`config.mk`:
```
export PLATFORM = sky130hd
export DESIGN_NAME = dma_copy_engine
export DESIGN_NICKNAME = d
export VERILOG_FILES = /design/src/rtl/dma_pkg.sv /design/src/rtl/dma_regfile.sv /design/src/rtl/dma_copy_engine.sv
export SDC_FILE = /design/constraint.sdc
export NUM_CORES = 1
export LEC_CHECK = 0
export BUFFER_PORTS_ARGS = -buffer_cell sky130_fd_sc_hd__buf_2
export CAP_MARGIN = 20
export CORE_MARGIN = 5
export CORE_UTILIZATION = 58
export DETAILED_ROUTE_END_ITERATION = 8
export GPL_ROUTABILITY_DRIVEN = 0
export GPL_TIMING_DRIVEN = 0
export PLACE_DENSITY = 0.81
export SLEW_MARGIN = 25
export SYNTH_ARGS = -nofsm -noshare
export SYNTH_HDL_FRONTEND = slang
export SYNTH_SLANG_ARGS = --single-unit
```
`constraint.sdc`:
```
create_clock -name clk -period 6 [get_ports clk]
set_input_delay 1.2 -clock clk [delete_from_list [all_inputs] [get_ports clk]]
set_output_delay 1.2 -clock clk [all_outputs]
set_load 0.02 [all_outputs]
```
`src/rtl/dma_pkg.sv`:
```
// Shared definitions for the word-copy DMA engine: register offsets, control/status
// bit positions and the engine state encoding.
package dma_pkg;

  localparam logic [4:0] DMA_SRC  = 5'h00;
  localparam logic [4:0] DMA_DST  = 5'h04;
  localparam logic [4:0] DMA_LEN  = 5'h08;
  localparam logic [4:0] DMA_CTRL = 5'h0C;
  localparam logic [4:0] DMA_STAT = 5'h10;
  localparam logic [4:0] DMA_CLR  = 5'h14;

  localparam int unsigned CTRL_START  = 0;
  localparam int unsigned CTRL_IRQ_EN = 1;
  localparam int unsigned STAT_BUSY   = 0;
  localparam int unsigned STAT_DONE   = 1;

  typedef enum logic [2:0] {
    StIdle,
    StRdReq,
    StRdWait,
    StWrReq,
    StDone
  } dma_state_t;

endpackage

```
`src/rtl/dma_regfile.sv`:
```
// MMIO register window of the DMA engine: decode, storage, done/irq bookkeeping and
// registered readback.
module dma_regfile
  import dma_pkg::*;
#(
  parameter int unsigned ADDR_W = 32,
  parameter int unsigned DATA_W = 32,
  parameter int unsigned LEN_W  = 16
) (
  input  logic              clk,
  input  logic              rst,
  input  logic              s_valid,
  input  logic              s_we,
  input  logic [4:0]        s_addr,
  input  logic [DATA_W-1:0] s_wdata,
  output logic [DATA_W-1:0] s_rdata,
  output logic              s_rvalid,
  input  logic              idle,
  input  logic              busy,
  input  logic              done_set,
  output logic [ADDR_W-1:0] src,
  output logic [ADDR_W-1:0] dst,
  output logic [LEN_W-1:0]  len,
  output logic              start,
  output logic              irq
);

  logic [ADDR_W-1:0] src_q, dst_q;
  logic [LEN_W-1:0]  len_q;
  logic              irq_en_q;
  logic              done_q, done_d;
  logic              wr, rd;
  logic              wr_src, wr_dst, wr_len, wr_ctrl, wr_clr;
  logic [DATA_W-1:0] rdata_d;

  assign wr      = s_valid & s_we;
  assign rd      = s_valid & ~s_we;
  assign wr_src  = wr && (s_addr == DMA_SRC);
  assign wr_dst  = wr && (s_addr == DMA_DST);
  assign wr_len  = wr && (s_addr == DMA_LEN);
  assign wr_ctrl = wr && (s_addr == DMA_CTRL);
  assign wr_clr  = wr && (s_addr == DMA_CLR);

  // A start is only honoured from idle; while a copy runs the bit is dropped.
  assign start = wr_ctrl & s_wdata[CTRL_START] & idle;

  assign src = src_q;
  assign dst = dst_q;
  assign len = len_q;
  assign irq = done_q & irq_en_q;

  // Later assignments take priority: a CLR in the completion cycle leaves done at 0.
  always_comb begin
    done_d = done_q;
    if (start)    done_d = 1'b0;
    if (done_set) done_d = 1'b1;
    if (wr_clr)   done_d = 1'b0;
  end

  always_comb begin
    rdata_d = '0;
    case (s_addr)
      DMA_SRC:  rdata_d = DATA_W'(src_q);
      DMA_DST:  rdata_d = DATA_W'(dst_q);
      DMA_LEN:  rdata_d = DATA_W'(len_q);
      DMA_CTRL: rdata_d = {{(DATA_W-2){1'b0}}, irq_en_q, 1'b0};
      DMA_STAT: rdata_d = {{(DATA_W-2){1'b0}}, done_q, busy};
      default:  rdata_d = '0;
    endcase
  end

  always_ff @(posedge clk) begin
    if (rst) begin
      src_q    <= '0;
      dst_q    <= '0;
      len_q    <= '0;
      irq_en_q <= 1'b0;
      done_q   <= 1'b0;
      s_rvalid <= 1'b0;
      s_rdata  <= '0;
    end else begin
      if (wr_src && !busy) src_q <= {s_wdata[ADDR_W-1:2], 2'b00};
      if (wr_dst && !busy) dst_q <= {s_wdata[ADDR_W-1:2], 2'b00};
      if (wr_len && !busy) len_q <= s_wdata[LEN_W-1:0];
      if (wr_ctrl)         irq_en_q <= s_wdata[CTRL_IRQ_EN];
      done_q   <= done_d;
      s_rvalid <= rd;
      if (rd) s_rdata <= rdata_d;
    end
  end

endmodule

```
`src/rtl/dma_copy_engine.sv`:
```
// Memory-to-memory word-copy DMA master: MMIO-programmed, one outstanding read at a time,
// level interrupt on completion.
module dma_copy_engine
  import dma_pkg::*;
#(
  parameter int unsigned ADDR_W = 32,
  parameter int unsigned DATA_W = 32,
  parameter int unsigned LEN_W  = 16
) (
  input  logic              clk,
  input  logic              rst,
  input  logic              s_valid,
  input  logic              s_we,
  input  logic [4:0]        s_addr,
  input  logic [DATA_W-1:0] s_wdata,
  output logic [DATA_W-1:0] s_rdata,
  output logic              s_rvalid,
  output logic              m_req,
  output logic              m_we,
  output logic [ADDR_W-1:0] m_addr,
  output logic [DATA_W-1:0] m_wdata,
  input  logic              m_gnt,
  input  logic              m_rvalid,
  input  logic [DATA_W-1:0] m_rdata,
  output logic              irq
);

  localparam int unsigned WordBytes = DATA_W / 8;

  dma_state_t        state_q;
  logic              busy_q;
  logic [ADDR_W-1:0] cur_src_q, cur_dst_q;
  logic [LEN_W-1:0]  rem_q;
  logic [ADDR_W-1:0] src, dst;
  logic [LEN_W-1:0]  len;
  logic              start;
  logic [ADDR_W-1:0] next_src;

  assign next_src = cur_src_q + ADDR_W'(WordBytes);

  dma_regfile #(
    .ADDR_W (ADDR_W),
    .DATA_W (DATA_W),
    .LEN_W  (LEN_W)
  ) u_regfile (
    .clk      (clk),
    .rst      (rst),
    .s_valid  (s_valid),
    .s_we     (s_we),
    .s_addr   (s_addr),
    .s_wdata  (s_wdata),
    .s_rdata  (s_rdata),
    .s_rvalid (s_rvalid),
    .idle     (state_q == StIdle),
    .busy     (busy_q),
    .done_set (state_q == StDone),
    .src      (src),
    .dst      (dst),
    .len      (len),
    .start    (start),
    .irq      (irq)
  );

  // m_wdata doubles as the read-data buffer between the read and write beats.
  always_ff @(posedge clk) begin
    if (rst) begin
      state_q   <= StIdle;
      busy_q    <= 1'b0;
      cur_src_q <= '0;
      cur_dst_q <= '0;
      rem_q     <= '0;
      m_req     <= 1'b0;
      m_we      <= 1'b0;
      m_addr    <= '0;
      m_wdata   <= '0;
    end else begin
      case (state_q)
        StIdle: begin
          if (start) begin
            cur_src_q <= src;
            cur_dst_q <= dst;
            rem_q     <= {len[LEN_W-1:2], 2'b00};
            if (len[LEN_W-1:2] == '0) begin
              state_q <= StDone;
            end else begin
              busy_q  <= 1'b1;
              m_req   <= 1'b1;
              m_we    <= 1'b0;
              m_addr  <= src;
              state_q <= StRdReq;
            end
          end
        end
        StRdReq: begin
          if (m_gnt) begin
            m_req   <= 1'b0;
            state_q <= StRdWait;
          end
        end
        StRdWait: begin
          if (m_rvalid) begin
            m_wdata <= m_rdata;
            m_req   <= 1'b1;
            m_we    <= 1'b1;
            m_addr  <= cur_dst_q;
            state_q <= StWrReq;
          end
        end
        StWrReq: begin
          if (m_gnt) begin
            cur_src_q <= next_src;
            cur_dst_q <= cur_dst_q + ADDR_W'(WordBytes);
            rem_q     <= rem_q - LEN_W'(WordBytes);
            if (rem_q == LEN_W'(WordBytes)) begin
              m_req   <= 1'b0;
              state_q <= StDone;
            end else begin
              m_we    <= 1'b0;
              m_addr  <= next_src;
              state_q <= StRdReq;
            end
          end
        end
        StDone: begin
          busy_q  <= 1'b0;
          state_q <= StIdle;
        end
        default: begin
          state_q <= StIdle;
          busy_q  <= 1'b0;
          m_req   <= 1'b0;
        end
      endcase
    end
  end

endmodule

```
# After elaboration in Yosys (flattened, before gate mapping)
# Index checks and enable logic that the tools add are counted.
dict set report totals {
  ff_bits 261
  output_inout_bits 100
}
dict set report op_classes {
  reduce_logical 23
  n_eq_ne 17
  muxes 38
  bitwise 8
  addsub 3
}
# cell n
set ops {}
lappend ops {{$mux W32} 9}
lappend ops {{$pmux W32 S5} 1}
lappend ops {{$pmux W32 S2} 2}
lappend ops {{$pmux W32 S3} 1}
lappend ops {{$add A32 B3 Y32 const B} 2}
lappend ops {{$mux W16} 2}
lappend ops {{$pmux W16 S2} 1}
lappend ops {{$mux W3} 6}
lappend ops {{$eq A16 B3 Y1 const B} 1}
lappend ops {{$sub A16 B3 Y16 const B} 1}
lappend ops {{$logic_not A14 Y1} 1}
lappend ops {{$ne A2 B2 Y1 const B} 7}
lappend ops {{$mux W1} 12}
lappend ops {{$pmux W3 S4} 1}
lappend ops {{$eq A5 B4 Y1 const B} 2}
lappend ops {{$eq A5 B5 Y1 const B} 2}
lappend ops {{$logic_and A1 B1 Y1} 8}
lappend ops {{$reduce_and A7 Y1} 1}
lappend ops {{$eq A3 B2 Y1 const B} 2}
lappend ops {{$reduce_and A3 Y1} 2}
lappend ops {{$reduce_and A6 Y1} 1}
lappend ops {{$and A1 B1 Y1} 5}
lappend ops {{$eq A5 B3 Y1 const B} 1}
lappend ops {{$logic_not A5 Y1} 1}
lappend ops {{14 further kinds} 17}

# Depth between registers and ports, before layout
# Gate-level depths: netlist of the first run.
dict set report logic_depth {
  word_depth 6
  mapped_depth 10
  depth_no_buf 7
}

# Cells and area by module
# Synthesis of the first run repeated with hierarchy kept, for this count alone.
dict set report unflattened {
  hier_cells 1603
  area_unflattened_um2 12354.3
}
# module area_per_inst_um2 cells_each seq_area_each_um2 n_inst
set by_module_without_submodules {}
lappend by_module_without_submodules {dma_copy_engine 8049.0 1079 2962.8 1}
lappend by_module_without_submodules {dma_regfile 4305.4 524 2222.1 1}

# Worst setup path before layout of the first run
# Ideal clock, no wire load.
dict set report synth_timing {
  kind {in2reg}
  startpoint {input port s_addr[4]}
  endpoint {register m_addr[2]}
  t_required_ps 5930
  n_path_buf 2
  stages 8
  arrival_time_ps 2637
  setup_slack_ps 3293
  cell_sequence {and3b_1 a41oi_1 a211oi_1 and3_1 buf_2 clkbuf_1 nand2_1 a21oi_1}
}
dict set report synth_via {
  elab_chain_len 6
}
# element line_no
set synth_rtl {}
lappend synth_rtl {{start: declaration} dma_copy_engine.sv:14} ;# input logic [4:0] s_addr,
lappend synth_rtl {{$eq A5 B4 Y1} dma_regfile.sv:41} ;# assign wr_ctrl = wr && (s_addr == DMA_CTRL);
lappend synth_rtl {{$logic_and A1 B1 Y1} dma_regfile.sv:41}
lappend synth_rtl {{$and A1 B1 Y1 (2 in series)} dma_regfile.sv:45} ;# assign start = wr_ctrl & s_wdata[CTRL_START] & idle;
lappend synth_rtl {{$ne A2 B2 Y1 (no source line)} n/a}
lappend synth_rtl {{$reduce_and A6 Y1 (no source line)} n/a}
lappend synth_rtl {{end signal: assignment} dma_copy_engine.sv:89} ;# m_addr <= src;
lappend synth_rtl {{end signal: assignment} dma_copy_engine.sv:105} ;# m_addr <= cur_dst_q;
lappend synth_rtl {{end signal: assignment} dma_copy_engine.sv:119} ;# m_addr <= next_src;
lappend synth_rtl {{end: declaration} dma_copy_engine.sv:20} ;# output logic [ADDR_W-1:0] m_addr,
# No other way between the ends.
# A chain may end at the register's enable or synchronous reset.

# Final worst setup path of the first run
dict set report layout_timing {
  startpoint {register state_q[1]}
  endpoint {register rem_q[11]}
}
dict set report layout_via {
  elab_chain_len 4
  word_cells_on_any_way 8
  cone_classes {eq/ne (3); mux (1); bitwise (1); reduce/logical (3)}
}
# element line_no
set layout_rtl {}
lappend layout_rtl {{start: declaration} dma_copy_engine.sv:30} ;# dma_state_t state_q;
lappend layout_rtl {{start signal: assignment} dma_copy_engine.sv:67} ;# state_q <= StIdle;
lappend layout_rtl {{start signal: assignment} dma_copy_engine.sv:84} ;# state_q <= StDone;
lappend layout_rtl {{start signal: assignment} dma_copy_engine.sv:90} ;# state_q <= StRdReq;
lappend layout_rtl {{$logic_not A3 Y1} {dma_copy_engine.sv:54, dma_copy_engine.sv:77}}
lappend layout_rtl {{$and A1 B1 Y1} dma_regfile.sv:45}
lappend layout_rtl {{$ne A2 B2 Y1 (no source line)} n/a}
lappend layout_rtl {{$reduce_and A3 Y1 (no source line)} n/a}
lappend layout_rtl {{end signal: assignment} dma_copy_engine.sv:82} ;# rem_q <= {len[LEN_W-1:2], 2'b00};
lappend layout_rtl {{end signal: assignment} dma_copy_engine.sv:113} ;# rem_q <= rem_q - LEN_W'(WordBytes);
lappend layout_rtl {{end: declaration} dma_copy_engine.sv:33} ;# logic [LEN_W-1:0] rem_q;
# Several ways; a longest one is shown, not always the timed one.

==> impl_metrics.env, run 1 <==
export IMPL_fin_nets=1886
export IMPL_synth_area_leader_cell="dfxtp_1"
export IMPL_antenna_found_initial=0
export IMPL_clk_path_buf_depth=3
export IMPL_worstHoldPathCells=2
export IMPL_top_usage_layer="met2"
export IMPL_use_met1=0.479
export IMPL_clock_root_buffer="clkbuf_16"
export IMPL_drc=16
export IMPL_drtPass1Iterations=9
export IMPL_reg2reg_depth=9
export IMPL_cts_clk_slew_worst_paths_ns=0.06
export IMPL_clock_fmax_mhz=301
export IMPL_vias=13600
export IMPL_core_um2=20300
export IMPL_fillers=1711
export IMPL_synthMostInstantiatedCell="nand2_1"
export IMPL_status="finished with violations"
export IMPL_timing_rr_end="rem_q[11]$_SDFFE_PP0P_"
export IMPL_netlist_area_leader_share=0.425
export IMPL_htreeDepth=1
export IMPL_slew_headroom=0.335
export IMPL_drtIter0Drc=2502
export IMPL_post_cts_setup_buffer_count=0
export IMPL_holdBufCountCts=0
export IMPL_use_met2=0.563
export IMPL_fin_skew_ns=0.00999
export IMPL_async_reset_ff_frac=0
export IMPL_crit_path_end_kind="flip-flop"
export IMPL_tns_ns=0
export IMPL_r2r_slack_ns=2.67
export IMPL_maxSlewViolCount=0
export IMPL_cts_tree="built"
export IMPL_yosysWarnings=0
export IMPL_r2r_start="state_q[1]$_SDFFE_PP0P_"
export IMPL_setup_viol=0
export IMPL_synthDistinctLibCells=67
export IMPL_pre_cts_ws_ns=2.30
export IMPL_fin_crit_ns=3.33
export IMPL_fin_crit_sh=0.554
export IMPL_p_per_area_nw_per_um2=257
export IMPL_yosys_top_cells_area="dfxtp_1, nand2_1, a21oi_1"
export IMPL_cts_resized=0
export IMPL_num_rows=52
export IMPL_path_class="flip-flop to flip-flop"
export IMPL_wl_mm=46.7
export IMPL_crit_arrival_ns=3.74
export IMPL_hp_class="flip-flop to flip-flop"
export IMPL_worstSetupStartpointType="flip-flop"
export IMPL_timing_final_hold_violations=0
export IMPL_maxCapViolCount=0
export IMPL_io_buffers=174
export IMPL_ys_ff_latch=254
export IMPL_drive_gt1_frac=0.137
export IMPL_syn_area_um2=12000
export IMPL_synthFlopType="dfxtp_1"
export IMPL_max_slew_worst_pin_slew_ns=0.997
export IMPL_irDropWorstVdd_uv=256
export IMPL_grt_setup_unrepaired="false"
export IMPL_diodes=0
export IMPL_synthesis_nets=1682
export IMPL_cts_sinks=254
export IMPL_die_h_um=154
export IMPL_violations="design-rule violations"
export IMPL_leakage_uw=0.00513
export IMPL_vias_per_cell=6.46
export IMPL_worstPathMaxFanout=10
export IMPL_grt_ovfl_total=0
export IMPL_area_growth_pct=18.4
export IMPL_drtAntennaViolNets=0
export IMPL_grt_pass1_vias=12700
export IMPL_io_pins=175
export IMPL_synth_common_cells="nand2_1, dfxtp_1, a21oi_1"
export IMPL_hold_path_startpoint="m_wdata[28]$_SDFFE_PP0P_"
export IMPL_initial_utilization=0.590
export IMPL_numCtsBuffers=28
export IMPL_fp_dieW_um=154
export IMPL_min_to="m_wdata[28]$_SDFFE_PP0P_"
export IMPL_die_area_um2=23600
export IMPL_grt_util_all_layers=0.375
export IMPL_fin_ws_ns=2.67
export IMPL_dp_hpwl_mm=33.7
export IMPL_synth_edf_count=0
export IMPL_grt_pass1_wl_mm=71.1
export IMPL_required_ns=6.42
export IMPL_postSynthCellCount=1603
export IMPL_use_met3=0.121
export IMPL_wire_per_inst_um=22.3
export IMPL_clock_latency_ns=0.56
export IMPL_grt_max_degree=16
export IMPL_syn_avg_cell_area_um2=7.47
export IMPL_yosysSeqAreaShare=0.425
state kept, by name, summed over array words and instances (netlist names), 14 cells and up:
| name | flops |
|---|---|
| cur_dst_q | 30 |
| cur_src_q | 30 |
| m_addr | 31 |
| m_wdata | 32 |
| rem_q | 14 |
| u_regfile.dst | 30 |
| u_regfile.len | 16 |
| u_regfile.s_rdata | 32 |
| u_regfile.src | 30 |
layout by cell type (no fill, tap or decap), types with 6 or more instances in the layout:
| master | synthesis | final |
|---|---|---|
| a221oi_1 | 11 | 11 |
| nand4_1 | 14 | 14 |
| buf_2 | 10 | 184 |
| a2bb2oi_1 | 7 | 7 |
| a211oi_1 | 22 | 22 |
| a21oi_1 | 209 | 209 |
| inv_1 | 13 | 13 |
| o22ai_1 | 6 | 6 |
| clkbuf_16 | 0 | 28 |
| dfxtp_1 | 254 | 254 |
| nor4_1 | 21 | 21 |
| nand2_1 | 351 | 351 |
| o21ai_0 | 89 | 89 |
| buf_1 | 9 | 9 |
| a31oi_1 | 19 | 19 |
| and3_1 | 18 | 18 |
| and2_1 | 12 | 12 |
| nor2_1 | 155 | 155 |
| xor2_1 | 14 | 14 |
| clkbuf_8 | 0 | 8 |
| a311oi_1 | 12 | 12 |
| mux2i_1 | 19 | 19 |
| nand3_1 | 33 | 33 |
| o31ai_1 | 10 | 10 |
| nor3_1 | 35 | 34 |
| a22oi_1 | 43 | 43 |
| clkinv_2 | 0 | 7 |
| clkbuf_1 | 110 | 113 |
| a21o_1 | 8 | 8 |
| or4_1 | 7 | 7 |
| xnor2_1 | 8 | 8 |
where the power goes:
group          switching, uW  total (uW)  internal, uW
logic                   89.4         124          34.2
clock network            729        1820          1090
registers               4.66        1690          1690
through the flow:
| stage | hold slack [ns] | total power [uW] | util | cell area, um2 | cells |
|---|---|---|---|---|---|
| after floorplan | 0.434 | 1780 | - | 12000 | 1603 |
| after global placement | 0.439 | 1850 | 0.649 | 13200 | 2047 |
| after detailed placement | 0.443 | 1850 | 0.649 | 13200 | 2047 |
| after CTS | 0.451 | 3620 | 0.698 | 14200 | 2099 |
| after global routing | 0.469 | 3710 | 0.698 | 14200 | 2099 |
| final | 0.451 | 3640 | 0.698 | 14200 | 2099 |
logic make-up after synthesis:
family / Yosys count / synth area share
AOI/OAI and AO/OA: 475 / 0.240
xor gates and xnor gates: 22 / 0.0161
adders and majority gates: 4 / 0.00418
buffers and inverters: 146 / 0.0479
DFF: 254 / 0.425
muxes: 20 / 0.0168
and+or+nand+nor: 682 / 0.250
worst max-delay path: stages (launching register included):
cell and delay, ns:
dfxtp_1 0.29, buf_2 0.17, nor2b_1 0.25, nand2_1 0.18, clkbuf_1 0.49, clkbuf_1 0.62, clkbuf_1 0.73, o21ai_0 0.20
a22oi_1 0.19, nor2_1 0.06
per-layer routing:
metal,part of all wire,vias to the layer above,routed length (um)
met4,0.067,0,3140
met5,0,-,0
li1,-,6065,-
met1,0.35,6126,16500
met2,0.41,1105,19400
met3,0.16,273,7670
how the worst max path moves through the flow:
stage                            startpoint                endpoint  slack [ns]
floorplan                         s_addr[4]  m_addr[2]$_SDFFE_PP0P_        3.29
global placement                  s_addr[0]   rem_q[6]$_SDFFE_PP0P_        2.37
detailed placement                s_addr[0]   rem_q[6]$_SDFFE_PP0P_        2.30
CTS                               s_addr[0]   rem_q[6]$_SDFFE_PP0P_        2.86
global route                      s_addr[0]   rem_q[6]$_SDFFE_PP0P_        2.54
finish              state_q[1]$_SDFFE_PP0P_  rem_q[11]$_SDFFE_PP0P_        2.67
final cells by class:
class                           instances  area, um2  share of cell area
Multi-Input combinational cell       1203       6310               0.446
Sequential cell                       254       5080               0.359
Timing Repair Buffer                  174        871              0.0614
Clock buffer                           40        826              0.0583
Buffer                                133        526              0.0371
Tap cell                              270        338              0.0238
Clock inverter                         12        164              0.0116
Inverter                               13       48.8             0.00344
(Power assumes the default switching activity.)
==> run 2, diff against run 1 <==
--- a/config.mk
+++ b/config.mk
@@ -5,14 +5,15 @@
 export SDC_FILE = /design/constraint.sdc
 export NUM_CORES = 1
 export LEC_CHECK = 0
+export ABC_AREA = 1
 export BUFFER_PORTS_ARGS = -buffer_cell sky130_fd_sc_hd__buf_2
 export CAP_MARGIN = 20
 export CORE_MARGIN = 5
-export CORE_UTILIZATION = 58
+export CORE_UTILIZATION = 52
 export DETAILED_ROUTE_END_ITERATION = 8
 export GPL_ROUTABILITY_DRIVEN = 0
 export GPL_TIMING_DRIVEN = 0
-export PLACE_DENSITY = 0.81
+export PLACE_DENSITY = 0.76
 export SLEW_MARGIN = 25
 export SYNTH_ARGS = -nofsm -noshare
 export SYNTH_HDL_FRONTEND = slang
==> constraint.sdc (replaced) <==
create_clock -name clk -period 2.68 [get_ports clk]
set_input_delay 0.536 -clock clk [delete_from_list [all_inputs] [get_ports clk]]
set_output_delay 0.536 -clock clk [all_outputs]
set_load 0.02 [all_outputs]
==> run 2 against run 1 <==
  * The flow now finishes without violations
  * Routed wire length rose by 1.2%
  * Register-to-register slack got worse by 2.5 ns
  * Global-route usage fell by 5.1 points
  * Core utilization fell by 8.1 points
  * Sequential power rose by 120%
  * Clock power rose by 120%
  * Critical endpoint is now m_addr[18]$_SDFFE_PP0P_
  * Clock skew rose by 0.0066 ns
  * Cell count rose by 23%
  * Combinational power rose to 2.6 times the previous value
==> impl_metrics.env, run 2 <==
export IMPL_async_reset_ff_frac=0
export IMPL_max_slew_worst_pin_slew_ns=0.842
export IMPL_synthFlopType="dfxtp_1"
export IMPL_die_area_um2=27800
export IMPL_max_stage_delay_ns=0.55
export IMPL_status="completed"
export IMPL_synth_area_leader_cell="dfxtp_1"
export IMPL_fin_crit_ns=2.50
export IMPL_vias_per_cell=5.61
export IMPL_fin_nets=2312
export IMPL_dp_cells=2528
export IMPL_cts_resized=0
export IMPL_diodes=0
export IMPL_io_pins=175
export IMPL_yosysSeqAreaShare=0.399
export IMPL_yosysWarnings=0
export IMPL_required_ns=3.12
export IMPL_path_cells="nor2_1 > nand2_1 > clkinv_1 > buf_2 > a22oi_1 > nand2_1 > nor2_1 > nor2_1"
export IMPL_crit_path_end_kind="flip-flop"
export IMPL_die_h_um=167
export IMPL_clock_root_buffer="clkbuf_16"
export IMPL_reg_top3="m_wdata: 32 flops, u_regfile.s_rdata: 32 flops, m_addr: 31 flops"
export IMPL_utilization=0.617
export IMPL_num_rows=57
export IMPL_yosys_top_cells_area="dfxtp_1, nand2_1, nor2_1"
export IMPL_hold_path_startpoint="m_rdata[16]"
export IMPL_hp_class="input port to flip-flop"
export IMPL_cts_clk_slew_worst_paths_ns=0.06
export IMPL_crit_start="state_q[0]$_SDFFE_PP0P_"
export IMPL_netlist_area_leader_share=0.399
export IMPL_timing_final_hold_violations=0
export IMPL_wl_mm=47.3
export IMPL_leakage_uw=0.00606
export IMPL_clk_path_buf_depth=3
export IMPL_path_common_cell="nor2_1"
export IMPL_synth_edf_count=0
export IMPL_slowest_stage="clkinv_1"
export IMPL_wl_met2_mm=20.0
export IMPL_core_um2=24200
export IMPL_fin_cells=2577
export IMPL_initial_utilization=0.526
export IMPL_syn_area_um2=12800
export IMPL_crit_arrival_ns=2.94
export IMPL_synthDistinctLibCells=33
export IMPL_fin_crit_sh=0.931
export IMPL_fin_skew_ns=0.0166
export IMPL_slew_headroom=0.438
export IMPL_fillers=2331
export IMPL_grt_max_degree=14
export IMPL_grt_pass1_wl_mm=72.9
export IMPL_wl_met1_mm=18.4
export IMPL_cts_sinks=254
export IMPL_path_class="flip-flop to flip-flop"
export IMPL_dp_hpwl_mm=36.1
export IMPL_grt_pass1_vias=13600
export IMPL_r2r_start="state_q[0]$_SDFFE_PP0P_"
export IMPL_area_growth_pct=17.3
export IMPL_synthMostInstantiatedCell="nand2_1"
export IMPL_htreeDepth=1
export IMPL_drive_gt1_frac=0.115
export IMPL_worstPathMaxFanout=10
export IMPL_p_per_area_nw_per_um2=545
export IMPL_wl_met3_mm=6.08
export IMPL_fp_dieW_um=167
export IMPL_maxSlewViolCount=0
export IMPL_holdBufCountCts=0
export IMPL_layout_commonest_cell="nand2_1"
export IMPL_drtAntennaViolNets=0
export IMPL_grt_ovfl_total=0
export IMPL_synthesis_nets=2111
export IMPL_postSynthCellCount=2032
export IMPL_irDropWorstVdd_uv=491
export IMPL_drc=0
export IMPL_io_buffers=172
export IMPL_maxCapViolCount=0
export IMPL_clock_latency_ns=0.55
export IMPL_synth_common_cells="nand2_1, nor2_1, dfxtp_1"
export IMPL_cts_tree="built"
export IMPL_worstSetupStartpointType="flip-flop"
export IMPL_grt_setup_unrepaired="false"
export IMPL_tns_ns=0
export IMPL_vias=14500
export IMPL_drtIter0Drc=1976
export IMPL_p_total_uw=8160
export IMPL_ys_ff_latch=254
export IMPL_syn_avg_cell_area_um2=6.28
export IMPL_numCtsBuffers=27
export IMPL_timing_hold_ws_ns=0.251
export IMPL_drtPass1Iterations=8
export IMPL_clock_fmax_mhz=401
export IMPL_wire_per_inst_um=18.3
export IMPL_post_cts_setup_buffer_count=0
export IMPL_mostFrequentLayoutCells="nand2_1, nor2_1, dfxtp_1, inv_1, buf_2"
export IMPL_antenna_found_initial=2
export IMPL_top_layer="met5"
export IMPL_grt_util_all_layers=0.325
export IMPL_setup_viol=0
[run 2: where the power goes]
group | leakage [uW] | internal [uW] | switching, uW
sequential | 0.00205 | 3790 | 12.1
combinational | 0.00354 | 90.8 | 230
clock | 0.000472 | 2420 | 1610
[run 2: cell families after synthesis]
| kind of cell | count (synthesis) | share of synthesized area |
|---|---|---|
| AND/OR/NAND/NOR | 1032 | 0.324 |
| AO/OA/AOI/OAI | 422 | 0.174 |
| adder cells (fa/ha/maj) | 4 | 0.00392 |
| XOR/XNOR | 4 | 0.00275 |
| flip-flops | 254 | 0.399 |
| buffers and inverters | 316 | 0.0967 |
[run 2: final cells by class]
class / instances / area, um2 / area share
clock inverters: 11 / 159 / 0.0106
clock buffers: 38 / 787 / 0.0526
well taps: 324 / 405 / 0.0271
multi-input cells: 1462 / 6440 / 0.430
repair buffers: 172 / 861 / 0.0575
flip-flops and latches: 254 / 5080 / 0.340
plain buffers: 109 / 457 / 0.0305
inverters: 207 / 777 / 0.0519
[run 2: path summary, 6_finish.rpt]
check	endpoint	slack [ns]	cells past startpoint
max	m_addr[18]$_SDFFE_PP0P_	0.18	8
min	m_wdata[16]$_SDFFE_PP0P_	0.25	3
max reg2reg	m_addr[18]$_SDFFE_PP0P_	0.18	8
min reg2reg	u_regfile.s_rdata[4]$_SDFFE_PP0P_	0.46	2
[run 2: routing by layer]
metal  GRT usage  up-vias
li1            -     6892
met1       0.413     6441
met2       0.507      918
met3      0.0882      209
met4       0.168        4
met5           0        -
[run 2: worst max-delay path, delay by kind of cell, from the launching register on]
kind / cells / cell delay, ns
simple gates: 5 / 0.74
buf+inv: 2 / 0.96
flops: 1 / 0.46
compound gates: 1 / 0.23
[run 2: through the flow]
step	setup slack [ns]	cell area, um2
CTS	0.342	15000
global route	0.111	15000
global placement	0.176	14000
floorplan	0.865	12800
detailed placement	0.164	14000
finish	0.184	15000
